### src/rtl/core_fetch_pkg.sv
// core_fetch_pkg: constants shared between the fetch stage and its users.
//   I_LIT          opcode (word bits [6:0]) that marks a literal prefix
//   LIT_MAX_WORDS  maximum literal payload length in 14-bit words
//   ERR_LITLEN     error code for a literal with an out-of-range length
package core_fetch_pkg;
    localparam logic [6:0] I_LIT         = 7'h7F;
    localparam int         LIT_MAX_WORDS = 4;
    localparam logic [1:0] ERR_LITLEN    = 2'd1;
    localparam int         WORD_W        = 14;
    localparam int         PCP_W         = 28;
endpackage

### src/rtl/core_fetch.sv
// core_fetch: instruction fetch / dispatch stage for one CPU7 core.
// Reads a code word at the core's pcp, decodes it as an instruction pair or
// a literal prefix (length n in bits [13:7], n payload words follow,
// little-endian), and hands the result to the core with a one-cycle strobe.
// Ports:
//   clk, rst_n       clock, synchronous active-low reset
//   en               core selected; gates FSM progress and every strobe
//   pcp, acore_idle  program pointer and idle flag fed back from the core
//   mem_addr/mem_rd_en/mem_data  program memory read port (1-cycle latency)
//   pcp_step_en      ask the core to advance pcp by one word
//   instr/instr_en   instruction pair dispatch
//   push_value/push_en  literal dispatch
//   fetch_err        sticky literal-length error; busy = not in S_WAIT
module core_fetch
    import core_fetch_pkg::*;
#(
    parameter int IDX     = -1,
    parameter int LIT_MAX = LIT_MAX_WORDS
) (
    input  logic                        clk,
    input  logic                        rst_n,
    input  logic                        en,
    input  logic [PCP_W-1:0]            pcp,
    input  logic                        acore_idle,
    output logic [PCP_W-1:0]            mem_addr,
    output logic                        mem_rd_en,
    input  logic [WORD_W-1:0]           mem_data,
    output logic                        pcp_step_en,
    output logic [WORD_W-1:0]           instr,
    output logic                        instr_en,
    output logic [WORD_W*LIT_MAX-1:0]   push_value,
    output logic                        push_en,
    output logic                        fetch_err,
    output logic                        busy
);
    localparam int CW = $clog2(LIT_MAX + 1);

    // Elaboration-time sanity: the length field is 7 bits wide.
    if (LIT_MAX < 1 || LIT_MAX > 127 || IDX < -1) begin : g_param_chk
        $error("core_fetch: bad parameters");
    end

    typedef enum logic [2:0] {
        S_WAIT, S_READ, S_DATA, S_LIT_READ, S_LIT_DATA, S_DISPATCH, S_ERROR
    } state_t;

    state_t                      state;
    logic   [CW-1:0]             cnt;
    logic   [CW-1:0]             k;
    logic                        is_push;
    logic   [WORD_W*LIT_MAX-1:0] acc;
    logic   [WORD_W*LIT_MAX-1:0] acc_merged;
    logic   [6:0]                lit_len;

    assign lit_len = mem_data[13:7];

    // Accumulator with the current payload word dropped into slot k.
    always_comb begin
        acc_merged = acc;
        for (int i = 0; i < LIT_MAX; i++) begin
            if (k == CW'(i)) acc_merged[i*WORD_W +: WORD_W] = mem_data;
        end
    end

    always_ff @(posedge clk) begin
        if (!rst_n) begin
            state      <= S_WAIT;
            cnt        <= '0;
            k          <= '0;
            is_push    <= 1'b0;
            acc        <= '0;
            instr      <= '0;
            push_value <= '0;
            fetch_err  <= 1'b0;
        end else if (en) begin
            case (state)
                S_WAIT:     if (acore_idle) state <= S_READ;
                S_READ:     state <= S_DATA;
                S_DATA: begin
                    if (mem_data[6:0] != I_LIT) begin
                        instr   <= mem_data;
                        is_push <= 1'b0;
                        state   <= S_DISPATCH;
                    end else if (lit_len != 7'd0 && lit_len <= 7'(LIT_MAX)) begin
                        acc     <= '0;
                        cnt     <= CW'(lit_len);
                        k       <= '0;
                        is_push <= 1'b1;
                        state   <= S_LIT_READ;
                    end else begin
                        fetch_err <= 1'b1;
                        state     <= S_ERROR;
                    end
                end
                S_LIT_READ: state <= S_LIT_DATA;
                S_LIT_DATA: begin
                    acc <= acc_merged;
                    k   <= k + 1'b1;
                    cnt <= cnt - 1'b1;
                    // Publish the literal together with the move to dispatch so
                    // push_value is already valid during the push_en cycle.
                    if (cnt == CW'(1)) begin
                        push_value <= acc_merged;
                        state      <= S_DISPATCH;
                    end else begin
                        state <= S_LIT_READ;
                    end
                end
                S_DISPATCH: state <= S_WAIT;
                S_ERROR:    state <= S_ERROR;
                default:    state <= S_WAIT;
            endcase
        end
    end

    // Strobes are decoded straight from state so that dropping en in any
    // cycle suppresses the strobe and the held state re-issues it later.
    assign mem_addr    = pcp;
    assign mem_rd_en   = en && (state == S_READ || state == S_LIT_READ);
    assign pcp_step_en = mem_rd_en;
    assign instr_en    = en && (state == S_DISPATCH) && !is_push;
    assign push_en     = en && (state == S_DISPATCH) && is_push;
    assign busy        = (state != S_WAIT);
endmodule

### config.mk
export PLATFORM = sky130hd
export DESIGN_NAME = core_fetch
export DESIGN_NICKNAME = d
export VERILOG_FILES = /design/src/rtl/core_fetch_pkg.sv /design/src/rtl/core_fetch.sv
export SDC_FILE = /design/constraint.sdc
export NUM_CORES = 1
export LEC_CHECK = 0
export ABC_CLOCK_PERIOD_IN_PS = 1900
export CAP_MARGIN = 25
export CORE_MARGIN = 2
export CORE_UTILIZATION = 36
export CTS_BUF_LIST = sky130_fd_sc_hd__clkbuf_8
export CTS_CLUSTER_SIZE = 16
export DETAILED_ROUTE_END_ITERATION = 12
export PLACE_DENSITY = 0.71
export RECOVER_POWER = 25
export SYNTH_ARGS = -nofsm -noshare
export SYNTH_HDL_FRONTEND = slang
export SYNTH_SLANG_ARGS = --single-unit
### constraint.sdc
create_clock -name clk -period 1.9 [get_ports clk]
set_clock_uncertainty 0.05 [all_clocks]
set_input_delay 0.38 -clock clk [delete_from_list [all_inputs] [get_ports clk]]
set_output_delay 0.38 -clock clk [all_outputs]
set_load 0.02 [all_outputs]
Yosys cells after proc, flatten, opt, wreduce, memory -nomap -nowiden
Cells that the tools add are included.
{ "word_totals": {"register_bits": 137, "input_bits": 46, "output_inout_bits": 104, "elab_cells": 66} }
{ "op_classes": {"add_sub_neg": 2, "order_cmp": 1, "eq_ne": 14, "n_mux": 20, "bitwise_logic": 2, "reduce_logical": 19} }
{ "op_table": {"columns": ["op", "n"], "rows": [
  ["$mux W56", 2],
  ["$pmux W56 S2", 1],
  ["$mux W14", 4],
  ["$mux W3", 8],
  ["$pmux W3 S6", 1],
  ["$eq A3 B2 Y1 const B", 4],
  ["$pmux W3 S2", 2],
  ["$eq A3 B1 Y1 const B", 3],
  ["$eq A3 B3 Y1 const B", 3],
  ["$reduce_and A3 Y1", 3],
  ["$reduce_and A4 Y1", 2],
  ["$le A7 B3 Y1 const B", 1],
  ["$ne A7 B7 Y1 const B", 1],
  ["$reduce_bool A7 Y1", 1],
  ["$logic_not A3 Y1", 2],
  ["$ne A2 B2 Y1 const B", 3],
  ["$logic_and A1 B1 Y1", 5],
  ["$reduce_bool A2 Y1", 2],
  ["$add A3 B1 Y3 const B", 1],
  ["$reduce_bool A3 Y1", 1],
  ["$sub A3 B1 Y3 const B", 1],
  ["$mux W1", 2],
  ["$not A1 Y1", 2],
  ["$reduce_and A2 Y1", 1],
  ["2 further kinds", 2]
]} }

Longest topological paths before layout
Gate-level depths: netlist of the first run.
{ "logic_depth": {"word_depth": 5, "mapped_depth": 8, "depth_no_buf": 6} }

Worst setup path before layout of the first run
OpenSTA, ideal clock, no wires.
{ "synth_timing": {"kind": "register to register", "startpoint": "reg k[0]", "endpoint": "reg push_value[45]", "setup_time_ns": 0.116, "arrival_time_ns": 1.755, "required_ns": 1.734, "path_slack_ns": -0.021, "path_stages_with_launch": 7, "n_path_buf": 1, "period_less_slack_ns": 1.921, "cell_sequence": "dfxtp_1 ha_1 ha_1 clkbuf_1 and2_1 or4_1 o211a_1"} }
{ "synth_via": {"elab_chain_cells": 2} }
{ "synth_lines": {"columns": ["element", "line", "rtl"], "rows": [
  ["start, declared", "core_fetch.sv:49", "logic [CW-1:0] k;"],
  ["start signal, assigned", "core_fetch.sv:98", "k <= k + 1'b1;"],
  ["$eq A3 B2 Y1", "core_fetch.sv:61", "if (k == CW'(i)) acc_merged[i*WORD_W +: WORD_W] = mem_data;"],
  ["$mux W14", "core_fetch.sv:61", null],
  ["end signal, assigned", "core_fetch.sv:103", "push_value <= acc_merged;"],
  ["end, declared", "core_fetch.sv:31", "output logic [WORD_W*LIT_MAX-1:0] push_value,"]
]} }
No other way between the ends.
A chain may end at the register's enable or synchronous reset.

Worst setup path after layout of the first run
{ "layout_timing": {"startpoint": "reg k[0]", "endpoint": "reg push_value[43]"} }
The elaborated chain is that of the path after synthesis.

==> reports/metrics.yaml, run 1 <==
multi_input_area_sq_um: 3320
p_switching_uw: 1380
synthTopCellsByArea: "dfxtp_1 41%, o211a_1 8.7%, mux2i_1 8.6%, o211ai_1 6.4%, nand2_1 6.2%"
ir_worst_vdd_v: 0.000391
dp_hpwl_mm: 12.0
drt_wl_total_mm: 17.7
routed.top_layer: "met4"
reg2reg_from: "k[0]"
rows: 49
detail-route-antenna-nets: 0
layout.nets: 862
grt_first_pass_wirelength_mm: 28.0
internal_power_uw: 4570
synth_commonest_cells: "137 x dfxtp_1, 110 x nand2_1, 58 x o211a_1"
max_freq_ghz: 0.540
clk_path_buf_depth: 2
die_h_microns: 140
diodes: 0
final_cells: 1050
fp.coreArea_sq_um: 18000
relSlewSlack_pct: 74.9
dr_wl_met3_mm: 1.06
dieArea_sq_um: 19600
drtIter0Drc: 442
drt_pass1_iterations: 5
p_leak_uw: 0.00389
r2r_cells: 6
synth_top_area_share_pct: 41.2
area_growth_pct: 26.1
critical_path.max_fanout: 27
drv_cap: 0
wl_met2_mm: 7.97
wire_per_inst_microns: 16.9
grt_usage_pct: 18.0
start_util_pct: 36.9
h-tree-depth: 4
power_uw: 5950
ys_ff_latch: 137
grt_overflow: 0
pwr-share-seq_pct: 48.7
cp.required_ns: 2.20
via_count: 5540
async_flop_share_pct: 0
hold_start: "rst_n"
antenna_found_initial: 0
syn_area_sq_um: 6650
drc_errors: 0
design.portCount: 150
swShare_pct: 23.2
finalHoldViolCount: 0
p_comb_share_pct: 6.4
reg2reg_slack_ns: 0.05
endpoint_kind: "flop"
crit_type: "reg2reg"
reg2reg_to: "push_value[43]"
post-route-min-period_ns: 1.85
clock_sinks: 137
place.gp.congestion: 0.806
clkPwrFrac_pct: 45.0
via_per_inst: 5.28
clk_pin_slew_ns: 0.08
yosys_warnings: 0
outcome: "complete, no violations"
synth_most_common_cell: "dfxtp_1"
synth_edf_count: 0
min_path_cells: 2
cp.arrival_ns: 2.15
cts-root-buf: "clkbuf_8"
cellPowerDensity_nw_per_um2: 709
clock_latency_ns: 0.45
ys_types: 45
portBuffers: 93
setup-violations-final: 0
seqCellArea_sq_um: 2750
hold_path.class: "in2reg"
tritoncts: "yes"
drive_gt1_share_pct: 16.0
whs_ns: 0.234
die_x_microns: 140
avgSynthCellArea_sq_um: 9.20
grt_max_degree: 70
syn_inst: 723
syn_nets: 776
numCtsBuffers: 17
worstMarginPinSlew_ns: 0.376
placedCellCount: 1018
filler_cell_count: 1755
first_global_vias: 5204
critPathLaunchType: "flop"
seq_area_frac_synth_pct: 41.2
drv_slew: 0
worstHoldEndpoint: "push_value[1]"
synth_top_cell_by_area: "dfxtp_1"
ys.flop_type: "dfxtp_1"
period_share_pct: 97.4
m1WireLength_mm: 8.35
## how the worst max path moves through the flow
stage | cells past startpoint | endpoint | start | slack (ns)
final | 6 | push_value[43] | k[0] | 0.05
after global routing | 6 | push_value[46] | k[0] | -0.0002
after CTS | 4 | pcp_step_en | en | -0.06
after detailed placement | 9 | acc[8] | en | -0.43
after global placement | 4 | push_en | en | -0.40
after floorplan | 3 | instr_en | state[2] | 0.0001
## placed cells by master, fill, tap and decap left out, types with 4 or more instances in the layout
cell type	Yosys	layout
bufinv_16	0	4
nand2_1	110	110
o211a_1	58	58
nor2b_1	30	30
a21oi_1	4	4
clkbuf_1	39	17
ha_1	7	6
clkbuf_8	0	20
o211ai_1	57	57
nor4_1	4	4
clkdlybuf4s50_1	0	68
o21ai_1	9	9
a21boi_0	41	41
nand3_1	8	8
buf_4	35	67
nand2b_1	5	5
clkbuf_2	0	4
or4_1	14	11
mux2i_1	57	57
buf_12	0	12
and2_1	16	15
o21ai_0	13	13
dfxtp_1	137	135
and3_1	4	4
inv_1	10	10
## cell type report
cell class	count	share of cell area [%]
Clock buffer	20	3.28
Clock inverter	11	2.03
Inverter	10	0.447
Multi-Input combinational cell	469	39.5
Sequential cell	137	32.8
Tap cell	229	3.41
Timing Repair Buffer	174	18.5
## power by group through the flow
stage | logic, uW | registers, uW | clock network (uW)
after detailed placement | 386 | 2960 | 0
after floorplan | 291 | 2960 | 0
after CTS | 382 | 2890 | 2730
final | 379 | 2890 | 2670
after global routing | 404 | 2900 | 2850
after global placement | 384 | 2960 | 0
## worst max-delay path, stage by stage, from the launching register on
cell and delay [ns]:
dfxtp_1 0.32, ha_1 0.20, ha_2 0.19, buf_12 0.15, and2_1 0.18, or4_4 0.52, o211a_1 0.14
## logic make-up after synthesis
family                   Yosys count  share of synthesized area [%]
buffers and inverters            117                           9.20
AND/OR/NAND/NOR                  210                           16.4
AO/OA/AOI/OAI                    195                           23.3
flip-flops                       137                           41.2
multiplexers                      57                           8.58
adder cells (fa/ha/maj)            7                           1.32
## metal layers
layer	track usage, %	vias up
li1	-	2712
met4	6.53	0
met3	4.00	27
met2	27.2	160
met5	0	-
met1	25.4	2641
## timing repair
item                                   CTS  global route
endpoints found under the hold margin    0             0
hold buffers                             0             0
pin swaps                                0             2
setup endpoints to repair                8            53
setup buffers                            0             1
resized for setup                       22            25
## registers in the layout, summed over array words and instances (netlist names)
register,cells
acc,56
push_value,56
instr,14
cnt,3
k,3
state,3
fetch_err,1
is_push,1
## per-stage QoR
stage               setup slack (ns)   TNS (ns)  area, sq um  util [%]
CTS                          -0.0606     -0.120         8490      47.1
global route               -0.000248  -0.000248         8390      46.6
finish                        0.0490          0         8390      46.6
floorplan                   0.000106          0         6650         -
global placement              -0.401     -39.54         8050      44.7
detailed placement            -0.430     -43.73         8050      44.7
Power figures use the tool's default switching activity.
==> run 2: changes to the inputs <==
- ABC_CLOCK_PERIOD_IN_PS: 1900 -> 1700
- clock period: 1.9 -> 1.7 ns (I/O delays scaled with it)
==> run 2 against run 1 <==
  * The flow now finishes with violations (negative setup slack)
  * Sequential cell count is the same
  * Design area grew 4.0%
  * Worst hold slack lost 0.015 ns
  * Sequential share of layout area shrank 1.2 points
  * Critical path depth is the same
  * Register-to-register slack lost 0.12 ns
  * Clock power shrank 7.5%
  * Die area is the same
  * Non-clock buffer count grew 9
  * Global-route usage grew 0.14 points
  * Wire length grew 6.0%
  * Critical path type unchanged
  * Largest power group unchanged
==> reports/metrics.yaml, run 2 (synthesized netlist as in run 1, its figures left out) <==
drv_slew: 0
fin_util_pct: 48.4
rsz0062_at_grt: "true"
drt_pass1_iterations: 4
clk_pin_slew_ns: 0.07
drv_cap: 0
post-route-min-period_ns: 1.78
dieArea_sq_um: 19600
drive_gt1_share_pct: 22.5
die_h_microns: 140
cellPowerDensity_nw_per_um2: 707
drt_wl_total_mm: 18.8
drtIter0Drc: 494
r2r_cells: 6
crit_type: "reg2reg"
finalHoldViolCount: 0
grt_first_pass_wirelength_mm: 28.1
diodes: 0
reg2reg_slack_ns: -0.08
start_util_pct: 36.9
via_count: 5703
place.gp.congestion: 0.838
final_common_cell: "dfxtp_1"
cts-root-buf: "clkbuf_8"
critPathLaunchType: "flop"
final_cells: 1059
cp.arrival_ns: 2.07
placedCellCount: 1016
portBuffers: 93
max_freq_ghz: 0.563
layout_common_cells: "131 x dfxtp_1, 109 x nand2_1, 72 x dlygate4sd2_1"
h-tree-depth: 4
clk_path_buf_depth: 2
relSlewSlack_pct: 75.8
clock_sinks: 137
grt_overflow: 0
pwr-share-seq_pct: 52.4
layout.nets: 872
outcome: "finished, violations left"
antenna_found_initial: 0
grt_max_degree: 79
design.portCount: 150
reg_top3: "acc x56, push_value x56, instr x14"
worstMarginPinSlew_ns: 0.360
dp_hpwl_mm: 11.9
clock_latency_ns: 0.45
die_x_microns: 140
grt_usage_pct: 18.2
violations: "negative setup slack"
hold_path.class: "in2reg"
ir_worst_vdd_v: 0.000464
area_growth_pct: 31.2
crit_path_start: "k[0]"
internal_power_uw: 4720
first_global_vias: 5234
setup-violations-final: 33
drc_errors: 0
cp.required_ns: 1.99
clkPwrFrac_pct: 40.0
p_switching_uw: 1450
worst_slack_ns: -0.0752
critical_path.max_fanout: 7
hold_start: "rst_n"
p_comb_share_pct: 7.5
fp.coreArea_sq_um: 18000
rows: 49
filler_cell_count: 1725
min_path_cells: 2
power_uw: 6170
via_per_inst: 5.39
tritoncts: "yes"
swShare_pct: 23.5
wire_per_inst_microns: 17.7
numCtsBuffers: 17
endpoint_kind: "flop"
reg2reg_from: "k[0]"
period_share_pct: 104
p_leak_uw: 0.00440
dp_slack_ns: -0.576
detail-route-antenna-nets: 0
-- run 2: worst paths after layout --
| check | endpoint |
|---|---|
| min reg2reg | acc[51] |
| max | push_value[44] |
| min | push_value[41] |
| max reg2reg | push_value[44] |
-- run 2: layer usage --
layer	up-vias	global-route usage, %	routed length (microns)
li1	2728	-	-
met1	2775	26.1	8820
met2	172	27.1	8530
met3	28	4.51	1160
met4	0	5.26	256
met5	-	0	0
-- run 2: cell type report --
| type | count | area, sq um | share of cell area [%] |
|---|---|---|---|
| sequential | 137 | 2760 | 31.6 |
| inverter | 10 | 37.5 | 0.430 |
| tap | 229 | 287 | 3.28 |
| timing repair buffer | 183 | 1740 | 20.0 |
| clock inverter | 8 | 57.6 | 0.659 |
| multi-input combinational | 470 | 3540 | 40.6 |
| clock buffer | 22 | 303 | 3.47 |
-- run 2: what timing repair did --
action | CTS | global route
endpoints found under the hold margin | 0 | 0
pin swaps | 8 | 29
resized for setup | 118 | 103
hold buffers | 0 | 0
gates cloned | 1 | 3
buffers inserted | 6 | 3
endpoints found under the setup margin | 109 | 124
-- run 2: critical path: stages, from the launching register on --
cell and delay (ns):
dfxtp_4 0.36, ha_4 0.16, ha_4 0.20, buf_6 0.15, and2_4 0.15, or4_1 0.46, o211a_1 0.14
-- run 2: power groups by stage --
stage | combinational, uW | sequential (uW) | clock, uW
2_1_floorplan | 325 | 3310 | 0
3_3_place_gp | 437 | 3310 | 0
3_5_place_dp | 438 | 3310 | 0
4_1_cts | 433 | 3230 | 2530
5_1_grt | 493 | 3230 | 2660
6_report | 465 | 3230 | 2470
-- run 2: per-stage QoR --
step	instance area, sq um	TNS (ns)	hold WS, ns
floorplan	6700	-0.364	0.374
global placement	8050	-53.16	0.380
detailed placement	8050	-57.31	0.386
CTS	8460	-0.681	0.189
global route	8730	-4.74	0.205
finish	8730	-1.00	0.220
==> run 3: changes to the inputs <==
- SETUP_SLACK_MARGIN: default -> 0.02
==> run 3 against run 2 <==
  * The run still ends with negative setup slack left
  * Wire length is 5.1% higher
  * Combinational power is 5.2% higher
  * Non-clock buffer count is 15 higher
  * Sequential power hardly changed
  * Global-route usage is 1.3 points higher
  * Maximum frequency is 0.13% lower
  * Via count is 1.5% higher
  * Die area stayed put
  * Clock power is 14% higher
  * Sequential cell count stayed put
  * Cell count is 1.5% higher
  * Critical path depth stayed put
  * Critical endpoint is now push_value[47]
  * Highest routed layer unchanged
==> reports/metrics.yaml, run 3 (synthesized netlist as in run 1, its figures left out) <==
final_common_cell: "dfxtp_1"
cpPeakStageDelay_ns: 0.54
rsz0062_at_grt: "true"
dp_hpwl_mm: 11.7
filler_cell_count: 1645
crit_top_cell: "buf_6"
layout.nets: 886
dieArea_sq_um: 19600
finalHoldViolCount: 0
drv_slew: 0
die_x_microns: 140
clk_pin_slew_ns: 0.09
drc_errors: 0
area_growth_pct: 37.5
power_uw: 6530
fp.coreArea_sq_um: 18000
die_h_microns: 140
worstMarginPinSlew_ns: 0.508
design.portCount: 150
grt_first_pass_wirelength_mm: 30.2
grt_usage_pct: 19.5
place.gp.congestion: 0.788
cp.arrival_ns: 2.07
finish.instance_area_sq_um: 9150
wire_per_inst_microns: 18.3
diodes: 0
detail-route-antenna-nets: 0
endpoint_kind: "flop"
antenna_found_initial: 0
crit_chain: "buf_6 > buf_4 > nand4bb_4 > buf_6 > or4_4 > o211a_1"
cp.required_ns: 1.99
post-route-min-period_ns: 1.78
first_global_vias: 5484
h-tree-depth: 4
relSlewSlack_pct: 66.2
layout_common_cells: "130 x dfxtp_1, 103 x nand2_1, 72 x dlygate4sd2_1"
max_freq_ghz: 0.563
hold_path.class: "in2reg"
ir_worst_vdd_v: 0.000505
clock_sinks: 137
cts-root-buf: "clkbuf_8"
start_util_pct: 36.9
outcome: "finished, violations left"
dp_slack_ns: -0.582
drtIter0Drc: 399
critical_path.max_fanout: 7
drt_pass1_iterations: 5
setup-violations-final: 39
placed_area_sq_um: 8060
crit_type: "reg2reg"
drive_gt1_share_pct: 24.6
p_leak_uw: 0.00458
crit_slowest_cell: "or4_4"
via_per_inst: 5.39
portBuffers: 93
grt_max_degree: 78
critPathLaunchType: "flop"
worst_slack_ns: -0.0776
via_count: 5790
path_delay_family: "simple AND/OR/NAND/NOR gates"
path_buf_inv: 3
cellPowerDensity_nw_per_um2: 714
reg_top3: "acc x56, push_value x56, instr x14"
numCtsBuffers: 17
grt_overflow: 0
drv_cap: 0
violations: "negative setup slack"
clock_latency_ns: 0.46
period_share_pct: 105
tritoncts: "yes"
rows: 49
clk_path_buf_depth: 2
drt_wl_total_mm: 19.7
==> run 3: cell types whose count changed in the layout (fill, tap and decap cells not counted), sizes merged <==
cell | previous run | this run
buf | 95 | 107
bufinv | 1 | 3
clkdlybuf4s50 | 15 | 13
clkinv | 1 | 7
dlymetal6s2s | 0 | 2
inv | 16 | 13
nand4bb | 2 | 1
==> run 3: worst paths after layout <==
check | depth (start not counted) | slack [ns] | start | to
setup / recovery | 6 | -0.08 | state[2] | push_value[47]
hold / removal | 2 | 0.1 | rst_n | fetch_err
setup reg to reg | 6 | -0.08 | state[2] | push_value[47]
hold reg to reg | 2 | 0.39 | acc[51] | acc[51]
==> run 3: cell type report <==
cell class / instances / area [sq um] / share of cell area [%]
Multi-Input combinational cell: 469 / 3530 / 38.6
Sequential cell: 137 / 2760 / 30.1
Timing Repair Buffer: 198 / 2120 / 23.2
Tap cell: 229 / 287 / 3.13
Clock buffer: 19 / 262 / 2.86
Clock inverter: 13 / 153 / 1.67
Inverter: 10 / 37.5 / 0.410
==> run 3: layer usage <==
| metal | vias up | GRT usage (%) | part of all wire [%] |
|---|---|---|---|
| met4 | 0 | 7.84 | 2.7 |
| met3 | 46 | 4.79 | 5.6 |
| li1 | 2764 | - | - |
| met5 | - | 0 | 0 |
| met1 | 2778 | 27.0 | 46 |
| met2 | 202 | 29.2 | 46 |
==> run 3: through the flow <==
stage / TNS [ns] / hold WS [ns] / util (%) / std cells
2_1_floorplan: -0.363 / 0.374 / - / 723
3_3_place_gp: -50.78 / 0.381 / 44.7 / 1013
3_5_place_dp: -54.47 / 0.386 / 44.7 / 1013
4_1_cts: -0.986 / 0.0770 / 49.3 / 1066
5_1_grt: -7.21 / 0.0803 / 50.8 / 1075
6_report: -1.35 / 0.0970 / 50.8 / 1075
==> run 3: what timing repair did <==
item	CTS	global route
hold buffers	0	0
buffers inserted	14	3
setup endpoints to repair	134	137
gates cloned	8	7
gates resized for setup	186	40
pin swaps	19	23
==> run 3: power by group <==
group / switching [uW] / leakage [uW] / internal, uW
Sequential: 11.6 / 0.00111 / 3220
Clock: 1300 / 0.000222 / 1520
Combinational: 272 / 0.00325 / 218
